[src/rtl/fir_job_ctrl.sv]
// fir_job_ctrl: launches one FIR engine per job, arbitrates the shared sample memory port and times the run
module fir_job_ctrl #(
  parameter int ADDR_W  = 10,
  parameter int DATA_W  = 8,
  parameter int CNT_W   = 32,
  parameter int TIMEOUT = 4096
) (
  input  logic              clk,
  input  logic              rst,
  input  logic              start,
  input  logic              sel_pipelined,
  input  logic [ADDR_W-1:0] in_base,
  input  logic [ADDR_W-1:0] out_base,
  input  logic [ADDR_W-1:0] sample_count,
  output logic [1:0]        eng_start,
  output logic [1:0]        eng_abort,
  output logic [ADDR_W-1:0] eng_in_base,
  output logic [ADDR_W-1:0] eng_out_base,
  output logic [ADDR_W-1:0] eng_count,
  input  logic [1:0]        eng_done,
  input  logic [ADDR_W-1:0] np_addr,
  input  logic              np_we,
  input  logic [DATA_W-1:0] np_wdata,
  input  logic [ADDR_W-1:0] p_addr,
  input  logic              p_we,
  input  logic [DATA_W-1:0] p_wdata,
  output logic [ADDR_W-1:0] mem_addr,
  output logic              mem_we,
  output logic [DATA_W-1:0] mem_wdata,
  output logic              busy,
  output logic              done,
  output logic [CNT_W-1:0]  cycle_total,
  output logic              last_sel,
  output logic              err_timeout
);
  typedef enum logic [1:0] {IDLE, LAUNCH, RUN} state_t;
  state_t state_q, state_d;
  logic owner_q, owner_d, done_q, done_d, last_sel_q, last_sel_d, err_q, err_d;
  logic [ADDR_W-1:0] in_base_q, in_base_d, out_base_q, out_base_d, count_q, count_d;
  logic [CNT_W-1:0] cnt_q, cnt_d, total_q, total_d, cnt_inc;
  logic hit, expire, act;
  always_comb begin
    cnt_inc = &cnt_q ? cnt_q : cnt_q + CNT_W'(1);
    hit = eng_done[owner_q];
    expire = cnt_inc >= CNT_W'(TIMEOUT);
    state_d = state_q;
    owner_d = owner_q;
    done_d = done_q;
    last_sel_d = last_sel_q;
    err_d = err_q;
    in_base_d = in_base_q;
    out_base_d = out_base_q;
    count_d = count_q;
    cnt_d = cnt_q;
    total_d = total_q;
    eng_start = '0;
    eng_abort = '0;
    case (state_q)
      IDLE: if (start) begin
        done_d = sample_count == '0;
        err_d = 1'b0;
        if (sample_count != '0) begin
          owner_d = sel_pipelined;
          in_base_d = in_base;
          out_base_d = out_base;
          count_d = sample_count;
          state_d = LAUNCH;
        end else begin
          total_d = '0;
          last_sel_d = sel_pipelined;
        end
      end
      LAUNCH: begin
        eng_start[owner_q] = 1'b1;
        cnt_d = CNT_W'(1);
        state_d = RUN;
      end
      RUN: begin
        cnt_d = cnt_inc;
        if (hit || expire) begin
          eng_abort[owner_q] = !hit;
          err_d = !hit;
          done_d = 1'b1;
          last_sel_d = owner_q;
          total_d = hit ? cnt_inc : CNT_W'(TIMEOUT);
          state_d = IDLE;
        end
      end
      default: state_d = IDLE;
    endcase
  end
  always_ff @(posedge clk) begin
    if (rst) begin
      state_q <= IDLE;
      owner_q <= 1'b0;
      done_q <= 1'b0;
      last_sel_q <= 1'b0;
      err_q <= 1'b0;
      in_base_q <= '0;
      out_base_q <= '0;
      count_q <= '0;
      cnt_q <= '0;
      total_q <= '0;
    end else begin
      state_q <= state_d;
      owner_q <= owner_d;
      done_q <= done_d;
      last_sel_q <= last_sel_d;
      err_q <= err_d;
      in_base_q <= in_base_d;
      out_base_q <= out_base_d;
      count_q <= count_d;
      cnt_q <= cnt_d;
      total_q <= total_d;
    end
  end
  assign act = state_q != IDLE;
  assign busy = act;
  assign mem_addr = act ? (owner_q ? p_addr : np_addr) : '0;
  assign mem_we = act && (owner_q ? p_we : np_we);
  assign mem_wdata = act ? (owner_q ? p_wdata : np_wdata) : '0;
  assign eng_in_base = in_base_q;
  assign eng_out_base = out_base_q;
  assign eng_count = count_q;
  assign done = done_q;
  assign cycle_total = total_q;
  assign last_sel = last_sel_q;
  assign err_timeout = err_q;
endmodule

[config.mk]
export PLATFORM = sky130hd
export DESIGN_NAME = fir_job_ctrl
export DESIGN_NICKNAME = d
export VERILOG_FILES = /design/src/rtl/fir_job_ctrl.sv
export SDC_FILE = /design/constraint.sdc
export NUM_CORES = 1
export LEC_CHECK = 0
export ABC_AREA = 1
export BUFFER_PORTS_ARGS = -buffer_cell sky130_fd_sc_hd__buf_2
export CAP_MARGIN = 20
export CORE_MARGIN = 8
export CORE_UTILIZATION = 45
export CTS_BUF_LIST = sky130_fd_sc_hd__clkbuf_16
export CTS_CLUSTER_DIAMETER = 200
export DETAILED_ROUTE_END_ITERATION = 7
export PLACE_DENSITY = 0.71
export RECOVER_POWER = 25
export SKIP_CTS_REPAIR_TIMING = 1
export SKIP_LAST_GASP = 1
export SYNTH_ARGS = -nofsm -noshare
export SYNTH_HDL_FRONTEND = slang
export SYNTH_SLANG_ARGS = --single-unit
export TNS_END_PERCENT = 20
[constraint.sdc]
create_clock -name clk -period 4.2 [get_ports clk]
set_input_delay 0.84 -clock clk [delete_from_list [all_inputs] [get_ports clk]]
set_output_delay 0.84 -clock clk [all_outputs]
set_load 0.01 [all_outputs]
Word-level counts from Yosys, hierarchy flattened
Index checks and enable logic that the tools add are counted.
Widths: inputs -> output; s select.
Word-level totals
  bits in registers: 100
  input port bits: 74
  word-level logic and storage cells: 69
Cells by class
  add/subtract/negate cells: 1
  $lt $le $gt $ge: 3
  equal/unequal tests: 6
  muxes and demuxes: 33
  bitwise logic cells: 1
  reduce and logical (&&, ||, !) cells: 15
Operators by type and width (number)
  $mux 32: 5
  $pmux 32 s2: 2
  $add 32x1->32 const B: 1
  $ge 32x13->1 const B: 1
  $reduce_and 32->1: 1
  $mux 10: 2
  $mux 8: 2
  $mux 2: 6
  $mux 1: 11
  $logic_not 10->1: 1
  $reduce_bool 10->1: 1
  $reduce_and 3->1: 3
  $ne 2x2->1 const B: 4
  $pmux 1 s2: 3
  $pmux 2 s3: 1
  $reduce_bool 2->1: 3
  $reduce_and 4->1: 1
  $and 2x2->2: 1
  $eq 2x1->1 const B: 1
  $eq 2x2->1 const B: 1
  $logic_and 1x1->1: 2
  $logic_not 2->1: 1
  $lt 1x2->1 const B: 1
  $demux 1 s1: 1
  3 further kinds: 3

Logic depth before layout (Yosys ltp)
Gate-level depths: netlist of the first run.
  word-level depth: 7
  gate-level depth with buffers: 18

Worst setup path after synthesis of the first run
No wires, ideal clock.
  kind: reg-to-output
  start point: register cnt_q[0]
  end point: output eng_abort[0]
  data arrival time: 1.947 ns
  slack: 1.413 ns
  cell stages (with the launch flop): 15
  buffers on the path: 1
  cells stage by stage: dfxtp_1 ha_1 inv_2 nor2_4 nand2_2 nor2_4 nand2_1 buf_2 nand2_1 nor2_1 nand3_1 nor2_2 nand2_1 o21ai_0 nor2_1
Between the ends
  word-level cells in the longest chain between the ends: 6
  elaborated cells on any way between the ends: 7
  those cells by class: add/sub (1); order compare (1); mux (3); reduce/logical (2)
RTL lines
  start: declaration: RTL line 40  | logic [CNT_W-1:0] cnt_q, cnt_d, total_q, total_d, cnt_inc;
  start signal: assignment: RTL line 113  | cnt_q <= cnt_d;
  $add 32x1->32 or $reduce_and 32->1 (tied branches): RTL line 43  | cnt_inc = &cnt_q ? cnt_q : cnt_q + CNT_W'(1);
  $mux 32 (*): RTL line 43
  $ge 32x13->1 (*): RTL line 45  | expire = cnt_inc >= CNT_W'(TIMEOUT);
  $logic_or 1x1->1 (*): RTL line 80  | if (hit || expire) begin
  $mux 2 (*): RTL line 80
  $mux 2 (*): RTL line 58  | case (state_q)
  end: declaration: RTL line 16  | output logic [1:0] eng_abort,
Every way passes the cells marked *; elsewhere a longest branch is shown, timed or not.

Worst setup path after layout of the first run
Ends and elaborated chain as after synthesis.

==> results of run 1 <==
[cell usage in the layout, fill, tap and decap left out, types with 2 or more instances in the layout]
cell type,count
a21oi_1,68
buf_2,115
buf_4,9
bufinv_16,2
clkbuf_1,47
clkbuf_16,9
clkinv_1,3
dfxtp_1,100
ha_1,5
inv_1,88
inv_2,5
inv_6,2
nand2_1,276
nand2_2,2
nand3_1,46
nand3_2,2
nand3b_1,5
nand4_1,21
nor2_1,169
nor2_2,5
nor2_4,3
nor4_1,2
o211ai_1,4
o21ai_0,58
xnor2_1,2
xor2_1,7
[worst paths after layout]
check	from	to	slack [ns]	depth (start not counted)
setup / recovery	cnt_q[0]$_SDFFE_PP0P_	eng_abort[0]	0.46	14
hold / removal	eng_count[7]$_SDFFE_PP0P_	eng_count[7]$_SDFFE_PP0P_	0.47	2
setup reg to reg	cnt_q[0]$_SDFFE_PP0P_	cycle_total[24]$_SDFFE_PP0P_	1.01	16
hold reg to reg	eng_count[7]$_SDFFE_PP0P_	eng_count[7]$_SDFFE_PP0P_	0.47	2
[Yosys cell counts]
| master | count |
|---|---|
| nand2_1 | 277 |
| nor2_1 | 169 |
| dfxtp_1 | 100 |
| inv_1 | 87 |
| a21oi_1 | 68 |
| o21ai_0 | 59 |
| nand3_1 | 46 |
| clkbuf_1 | 42 |
| nand4_1 | 21 |
| xor2_1 | 7 |
| buf_6 | 5 |
| ha_1 | 5 |
| inv_2 | 5 |
| nand3b_1 | 5 |
| nor2_2 | 5 |
| buf_2 | 4 |
| o211ai_1 | 4 |
| nor2_4 | 3 |
| buf_1 | 2 |
| nand3_2 | 2 |
| nor4_1 | 2 |
| xnor2_1 | 2 |
| clkinv_1 | 1 |
| clkinv_2 | 1 |
| nand2_2 | 1 |
| nor3_1 | 1 |
| o21a_1 | 1 |
| o21bai_1 | 1 |
| or2_2 | 1 |
[worst max-delay path, delay by kind of cell, from the launching register on]
| kind | cells | cell delay, ns |
|---|---|---|
| fa+ha+maj | 1 | 0.29 |
| buf+inv | 3 | 0.48 |
| compound gates | 2 | 0.42 |
| simple gates | 8 | 0.98 |
| flops | 1 | 0.37 |
[power by group through the flow]
stage / clock network [mW] / registers, mW / logic (mW)
2_1_floorplan: 0 / 1.15 / 0.400
3_3_place_gp: 0 / 1.16 / 0.595
3_5_place_dp: 0 / 1.16 / 0.600
4_1_cts: 0.898 / 1.14 / 0.603
5_1_grt: 0.947 / 1.15 / 0.676
6_report: 0.887 / 1.14 / 0.596
[through the flow]
step	util	total power [mW]
floorplan	-	1.54
global placement	0.533	1.75
detailed placement	0.533	1.76
CTS	0.559	2.64
global route	0.554	2.78
finish	0.554	2.62
[layout make-up]
class                      count  area (um^2)
fill                        1303         5400
multi-input combinational    680         3010
sequential                   100         2000
timing repair buffer         171          820
inverter                      94          354
clock buffer                   9          225
tap                          168          210
clock inverter                 7         88.8
[kinds of logic after synthesis]
group	synth area share
DFF	0.357
xor gates and xnor gates	0.0141
AOI/OAI and AO/OA	0.121
buffers and inverters	0.106
adders and majority gates	0.0112
and+or+nand+nor	0.390
[layer usage]
layer  part of all wire  routed length [um]  GRT usage
met4              0.022                 386     0.0678
met2               0.45                7940      0.344
met5                  0                   0          0
met1               0.44                7810      0.261
met3              0.086                1510     0.0653
[flip-flops by register name, indices dropped and copies added, names as in the netlist]
signal	cells
cnt_q	32
cycle_total	32
eng_count	10
eng_in_base	10
eng_out_base	10
state_q	2
done	1
err_timeout	1
last_sel	1
owner_q	1
==> metrics.md, run 1 <==
| Metric | Value |
|---|---|
| Status | `finished, final reports clean` |
| Max Slew Vio Count | `0` |
| Post-Syn Area per Cell | `6.05 um^2` |
| Number of port buffers | `162` |
| Mapped Cells | `927` |
| Seq cells post-synth | `100` |
| GRT Total Usage | `0.212` |
| Relative slew slack | `0.370` |
| Global-route wire length before repair | `28.0 mm` |
| Comb pwr share | `0.227` |
| H-tree levels | `3` |
| Worst Path Max Fanout | `20` |
| CTS buffer count | `9` |
| Slowest stage cell, crit path | `dfxtp_1` |
| Reg clk slew, reported paths | `0.07 ns` |
| Initial drt markers | `420` |
| WP data arrival | `2.90 ns` |
| Initial antenna violation count | `0` |
| Max-cap check violation count | `0` |
| Slowest stage delay, CP | `0.37 ns` |
| Peak Freq | `268 MHz` |
| Fraction of power spent switching nets | `0.326` |
| CTS tree | `built` |
| Final worst slack | `0.463 ns` |
| Clk pwr share | `0.338` |
| Clk root buf | `clkbuf_16` |
| DIE AREA | `16300 um^2` |
| Leak | `3.03 nW` |
| N_diodes | `0` |
| Final Hold Vio Count | `0` |
| Pwr/cell area | `391 nW/um^2` |
| Critical path type | `reg -> out` |
| DP Area | `6450 um^2` |
| Dpl ws | `0.631 ns` |
| CP cell instances | `ha_1, inv_2, nor2_4, nand2_2, nor2_4, nand2_2, clkinv_2, a21oi_1, nand3_1, nor2_2, nand2_1, o21ai_0, nor2_1, buf_2` |
| Share of the synthesized area in the top cell type | `0.357` |
| Worst Tran Pin Value | `0.944 ns` |
| DP Cell Count | `1213` |
| HPWL after DPL | `13.4 mm` |
| VDD IR max | `0.300 mV` |
| Sequential area share after synthesis | `0.357` |
| Synthesized area | `5610 um^2` |
| Final Instance Area | `6710 um^2` |
| Via count | `6097` |
| Internal Pwr Total | `1.77 mW` |
| Wire length per cell | `14.4 um` |
| Seq pwr share | `0.434` |
| Final setup skew | `0.00882 ns` |
| Largest net degree at the start of global routing | `65` |
| Tmin final | `3.74 ns` |
| Required time of the critical path | `3.36 ns` |
| Largest area contributor in the netlist | `dfxtp_1` |
| Yosys warns | `0` |
| Area growth, synth to finish | `19.7%` |
| Layout cells sized above 1 | `0.147` |
| Synth cell types | `29` |
| Clock Sink Count | `100` |
| Core ar. | `12100 um^2` |
| Initial Util | `0.463` |
| Detail Route Antenna Nets | `0` |
| Die X | `128 um` |
| Drt drc | `0` |
| HP Class | `reg -> reg` |
| Largest cells by area after synthesis | `dfxtp_1, nand2_1, nor2_1` |
| Post-Syn Nets | `1006` |
| Worst setup SP type | `register` |
| Final worst-path cycle share | `0.890` |
| Worst-Skew Late Latency | `0.35 ns` |
| Final nets | `1135` |
| Rows | `40` |
| Drt total wl | `17.7 mm` |
| Fin Hold WS | `0.468 ns` |
| Ports | `163` |
| Vias in the first global route | `5396` |
| Non-filler cells, final | `1229` |
| Clock buffer depth | `2` |
| Overflow after GRT | `0` |
| GP Congestion | `0.968` |
| RSZ-0062 raised after global routing | `no` |
| Setup TNS | `0 ns` |
| Post-DR vias/cell | `4.96` |
| Endpoints failing setup | `0` |
| Die Span Y | `128 um` |
| Net switching power | `855 uW` |
| Crit. End Element | `output pin` |
| Drt first pass iters | `5` |
No activity file was read; power rests on OpenSTA's default activity.
==> run 2: changes to the inputs <==
--- a/config.mk
+++ b/config.mk
@@ -13,6 +13,7 @@
 export CTS_BUF_LIST = sky130_fd_sc_hd__clkbuf_16
 export CTS_CLUSTER_DIAMETER = 200
 export DETAILED_ROUTE_END_ITERATION = 7
+export GPL_TIMING_DRIVEN = 0
 export PLACE_DENSITY = 0.71
 export RECOVER_POWER = 25
 export SKIP_CTS_REPAIR_TIMING = 1
==> run 2 against run 1 <==
Compared with the run above: wire length up 6.7%; setup slack worse by 0.18 ns; via count up 3.0%; largest power group unchanged; die area unchanged.
==> metrics.md, run 2 (synthesis gave the netlist of run 1 again) <==
| Metric | Value |
|---|---|
| Final nets | `1178` |
| Post-DR vias/cell | `4.94` |
| Crit. End Element | `output pin` |
| Drt drc | `0` |
| Internal Pwr Total | `1.72 mW` |
| Commonest non-fill, non-tap cells in the layout | `nand2_1, nor2_1, buf_2` |
| Clock buffer depth | `2` |
| Final worst slack | `0.283 ns` |
| R2R Path Start | `cnt_q[0]$_SDFFE_PP0P_` |
| Reg2Reg Depth | `17` |
| Area growth, synth to finish | `22.3%` |
| Worst Min Path Start | `eng_count[8]$_SDFFE_PP0P_` |
| Drt first pass iters | `5` |
| Final Hold Vio Count | `0` |
| Pwr/cell area | `380 nW/um^2` |
| Worst setup SP type | `register` |
| Rows | `40` |
| Leak | `3.06 nW` |
| Critical path type | `reg -> out` |
| Worst Tran Pin Value | `0.584 ns` |
| Final worst-path cycle share | `0.933` |
| Fraction of power spent switching nets | `0.341` |
| Clk pwr share | `0.318` |
| Initial antenna violation count | `0` |
| Reg2reg end | `cycle_total[14]$_SDFFE_PP0P_` |
| HP Class | `reg -> reg` |
| Ports | `163` |
| Vias in the first global route | `5630` |
| Initial Util | `0.463` |
| Status | `finished, final reports clean` |
| Peak Freq | `255 MHz` |
| Required time of the critical path | `3.36 ns` |
| Final setup skew | `0.00882 ns` |
| Seq pwr share | `0.434` |
| Number of port buffers | `161` |
| Initial drt markers | `403` |
| Dpl ws | `0.667 ns` |
| Clock Sink Count | `100` |
| Reg clk slew, reported paths | `0.07 ns` |
| DP Cell Count | `1256` |
| Endpoints failing setup | `0` |
| Worst-Skew Late Latency | `0.35 ns` |
| GP Congestion | `0.986` |
| Die Span Y | `128 um` |
| Core ar. | `12100 um^2` |
| Tmin final | `3.92 ns` |
| H-tree levels | `3` |
| CTS buffer count | `9` |
| Max Slew Vio Count | `0` |
| Overflow after GRT | `0` |
| DIE AREA | `16300 um^2` |
| RSZ-0062 raised after global routing | `no` |
| Die X | `128 um` |
| Non-filler cells, final | `1272` |
| Wire length per cell | `14.8 um` |
| Comb pwr share | `0.248` |
| N_diodes | `0` |
| Layout cells sized above 1 | `0.142` |
| Via count | `6279` |
| Net switching power | `888 uW` |
| Worst Path Max Fanout | `6` |
| Relative slew slack | `0.610` |
| CTS tree | `built` |
| Max-cap check violation count | `0` |
| Commonest non-fill, non-tap cell in the layout | `nand2_1` |
| Drt total wl | `18.8 mm` |
| Detail Route Antenna Nets | `0` |
| Worst hold stages | `2` |
| R2R setup slack | `1.11 ns` |
| Filler Cell Count | `1335` |
| HPWL after DPL | `15.0 mm` |
| WP data arrival | `3.08 ns` |
| Largest net degree at the start of global routing | `17` |
| Setup TNS | `0 ns` |
| Final Core Density | `0.566` |
| Hold endpoint | `eng_count[8]$_SDFFE_PP0P_` |
| GRT Total Usage | `0.224` |
| Clk root buf | `clkbuf_16` |
| Global-route wire length before repair | `29.2 mm` |
| VDD IR max | `0.246 mV` |
==> run 2: cell count changes in the layout (fill, tap and decap cells not counted), moves of 2 or more <==
cell and change:
clkbuf_1 +42, buf_6 +5, buf_1 +2, clkinvlp_4 +2, clkinv_1 -2, buf_2 +3, buf_4 -9, clkinv_2 +2
==> run 2: worst max-delay path by stage <==
stage                                from      endpoint
floorplan           cnt_q[0]$_SDFFE_PP0P_  eng_abort[0]
global placement    cnt_q[0]$_SDFFE_PP0P_  eng_abort[0]
detailed placement  cnt_q[0]$_SDFFE_PP0P_  eng_abort[0]
CTS                 cnt_q[0]$_SDFFE_PP0P_  eng_abort[0]
global route        cnt_q[0]$_SDFFE_PP0P_  eng_abort[0]
finish              cnt_q[0]$_SDFFE_PP0P_  eng_abort[0]
==> run 2: power by group through the flow <==
| stage | Combinational [mW] | Sequential, mW | Clock (mW) |
|---|---|---|---|
| after CTS | 0.648 | 1.13 | 0.845 |
| final | 0.647 | 1.13 | 0.829 |
| after global routing | 0.723 | 1.14 | 0.882 |
| after global placement | 0.640 | 1.15 | 0 |
| after detailed placement | 0.645 | 1.15 | 0 |
| after floorplan | 0.400 | 1.15 | 0 |
==> run 2: per-stage QoR <==
step                      hold WS, ns  instance area, um^2  power (mW)
after CTS                       0.464                 6920        2.62
after global placement          0.449                 6620        1.79
after detailed placement        0.453                 6620        1.79
final                           0.465                 6860        2.61
after global routing            0.480                 6860        2.75
after floorplan                 0.475                 5610        1.54
==> run 2: cell type report <==
cell class              count  area, um^2  area share
plain buffers              53         241      0.0352
clock buffers               9         225      0.0328
clock inverters             7        67.6     0.00985
inverters                  94         354      0.0516
multi-input cells         680        3010       0.439
flip-flops and latches    100        2000       0.292
well taps                 168         210      0.0306
repair buffers            161         747       0.109
==> run 2: worst max-delay path, stage by stage (launching register included) <==
cell and delay (ns):
dfxtp_1 0.49, ha_2 0.31, inv_2 0.07, nor2_4 0.20, inv_1 0.06, nor2_1 0.27, xnor2_1 0.16, nand2_1 0.14
nor2_1 0.13, nand3_1 0.16, nor2_2 0.20, nand2_1 0.13, o21ai_0 0.17, nor2_1 0.06, buf_2 0.17
==> run 2: per-layer routing <==
layer | part of all wire | up-vias | global-route usage
li1 | - | 3257 | -
met1 | 0.43 | 2775 | 0.269
met2 | 0.46 | 223 | 0.376
met3 | 0.085 | 24 | 0.0620
met4 | 0.022 | 0 | 0.0755
met5 | 0 | - | 0
==> run 3: changes to the inputs <==
--- a/config.mk
+++ b/config.mk
@@ -14,7 +14,7 @@
 export CTS_CLUSTER_DIAMETER = 200
 export DETAILED_ROUTE_END_ITERATION = 7
 export GPL_TIMING_DRIVEN = 0
-export PLACE_DENSITY = 0.71
+export PLACE_DENSITY = 0.68
 export RECOVER_POWER = 25
 export SKIP_CTS_REPAIR_TIMING = 1
 export SKIP_LAST_GASP = 1
==> run 3 against run 2 <==
Compared with the run above: global-route usage shrank 0.11 points; maximum frequency shrank 0.15%; largest cell class unchanged; clock power shrank 0.7%; combinational power shrank 1%; wire length shrank 1.6%.
==> metrics.md, run 3 (synthesis gave the netlist of run 1 again) <==
| Metric | Value |
|---|---|
| Die X | `128 um` |
| Commonest non-fill, non-tap cell in the layout | `nand2_1` |
| Status | `finished, final reports clean` |
| Initial Util | `0.463` |
| Global-route wire length before repair | `29.0 mm` |
| Required time of the critical path | `3.36 ns` |
| Filler Cell Count | `1312` |
| Clk root buf | `clkbuf_16` |
| Final Core Density | `0.567` |
| Pwr/cell area | `378 nW/um^2` |
| R2R setup slack | `1.16 ns` |
| Peak Freq | `255 MHz` |
| Vias in the first global route | `5676` |
| Ports | `163` |
| Endpoints failing setup | `0` |
| Leak | `3.06 nW` |
| RSZ-0062 raised after global routing | `no` |
| Relative slew slack | `0.600` |
| DP Area | `6620 um^2` |
| Slowest stage delay, CP | `0.46 ns` |
| CP Buf/Inv Count | `3` |
| Clock buffer depth | `2` |
| Cell repeated most along the worst path | `nand2_1` |
| Worst Path Max Fanout | `10` |
| Worst Min Path Start | `done$_SDFFE_PP0P_` |
| Detail Route Antenna Nets | `0` |
| Max Slew Vio Count | `0` |
| Critical path type | `reg -> out` |
| Rows | `40` |
| Drt drc | `0` |
| CTS buffer count | `9` |
| CP cell instances | `ha_2, inv_2, nor2_4, nand2_2, nor2_4, nand2_1, buf_2, nand2_1, nor2_1, nand3_1, nor2_2, nand2_1, o21ai_0, nor2_1, buf_2` |
| Largest net degree at the start of global routing | `20` |
| HP Class | `reg -> reg` |
| WP data arrival | `3.08 ns` |
| Worst setup SP type | `register` |
| VDD IR max | `0.286 mV` |
| Final nets | `1178` |
| N_diodes | `0` |
| Wire length per cell | `14.6 um` |
| Final worst-path cycle share | `0.934` |
| Final Instance Area | `6860 um^2` |
| DIE AREA | `16300 um^2` |
| Core ar. | `12100 um^2` |
| CP top delay family | `simple AND/OR/NAND/NOR gates` |
| Clock Sink Count | `100` |
| Crit. End Element | `output pin` |
| Drt first pass iters | `7` |
| Fin Hold WS | `0.463 ns` |
| CTS tree | `built` |
| Number of port buffers | `161` |
| Via count | `6190` |
| Initial drt markers | `440` |
| Reg2reg end | `cycle_total[19]$_SDFFE_PP0P_` |
| Worst hold stages | `2` |
| Reg2Reg Depth | `18` |
| Hold endpoint | `done$_SDFFE_PP0P_` |
| Setup TNS | `0 ns` |
| HPWL after DPL | `14.8 mm` |
| Initial antenna violation count | `0` |
| Area growth, synth to finish | `22.4%` |
| Worst Tran Pin Value | `0.600 ns` |
| Tmin final | `3.92 ns` |
| H-tree levels | `3` |
| Worst-Skew Late Latency | `0.36 ns` |
| Die Span Y | `128 um` |
| Max-cap check violation count | `0` |
| Final setup skew | `0.00785 ns` |
| GRT Total Usage | `0.223` |
| GP Congestion | `1.01` |
| Commonest non-fill, non-tap cells in the layout | `nand2_1, nor2_1, buf_2` |
| Post-DR vias/cell | `4.87` |
| Layout cells sized above 1 | `0.143` |
| Drt total wl | `18.5 mm` |
| Slowest stage cell, crit path | `dfxtp_1` |
| Final Hold Vio Count | `0` |
| R2R Path Start | `cnt_q[0]$_SDFFE_PP0P_` |
| Overflow after GRT | `0` |
| Reg clk slew, reported paths | `0.07 ns` |
-- run 3: power by group --
group / total (mW) / internal [mW] / switching (mW)
logic: 0.639 / 0.217 / 0.422
clock network: 0.823 / 0.418 / 0.405
registers: 1.13 / 1.04 / 0.0885
total: 2.59 / 1.68 / 0.915
-- run 3: how the worst max path moves through the flow --
stage	from	to	slack, ns	cells past startpoint
2_1_floorplan	cnt_q[0]$_SDFFE_PP0P_	eng_abort[0]	1.41	14
3_3_place_gp	cnt_q[0]$_SDFFE_PP0P_	eng_abort[0]	0.64	14
5_1_grt	cnt_q[0]$_SDFFE_PP0P_	eng_abort[0]	0.06	15
3_5_place_dp	cnt_q[0]$_SDFFE_PP0P_	eng_abort[0]	0.62	14
6_report	cnt_q[0]$_SDFFE_PP0P_	eng_abort[0]	0.28	15
4_1_cts	cnt_q[0]$_SDFFE_PP0P_	eng_abort[0]	0.23	14
-- run 3: worst min-delay path: stages (launching register included) --
cell and delay [ns]:
dfxtp_1 0.31, nand2_1 0.06, a21oi_1 0.05
-- run 3: per-stage QoR --
step	power [mW]	std cells	worst slack (ns)
final	2.59	1272	0.277
after global routing	2.73	1272	0.0622
after CTS	2.61	1272	0.226
after detailed placement	1.79	1256	0.616
after global placement	1.78	1256	0.637
after floorplan	1.54	927	1.41
-- run 3: layout make-up --
class	instances	area, um^2	share of cell area
inverters	94	354	0.0516
multi-input cells	680	3020	0.439
clock inverters	7	66.3	0.00966
plain buffers	53	241	0.0352
repair buffers	161	747	0.109
clock buffers	9	225	0.0328
flip-flops and latches	100	2000	0.292
well taps	168	210	0.0306
-- run 3: layer usage --
metal | track usage | vias up | routed length [um]
met5 | 0 | - | 0
met3 | 0.0474 | 25 | 1220
met1 | 0.278 | 2740 | 8150
li1 | - | 3244 | -
met4 | 0.0671 | 0 | 311
met2 | 0.376 | 181 | 8850
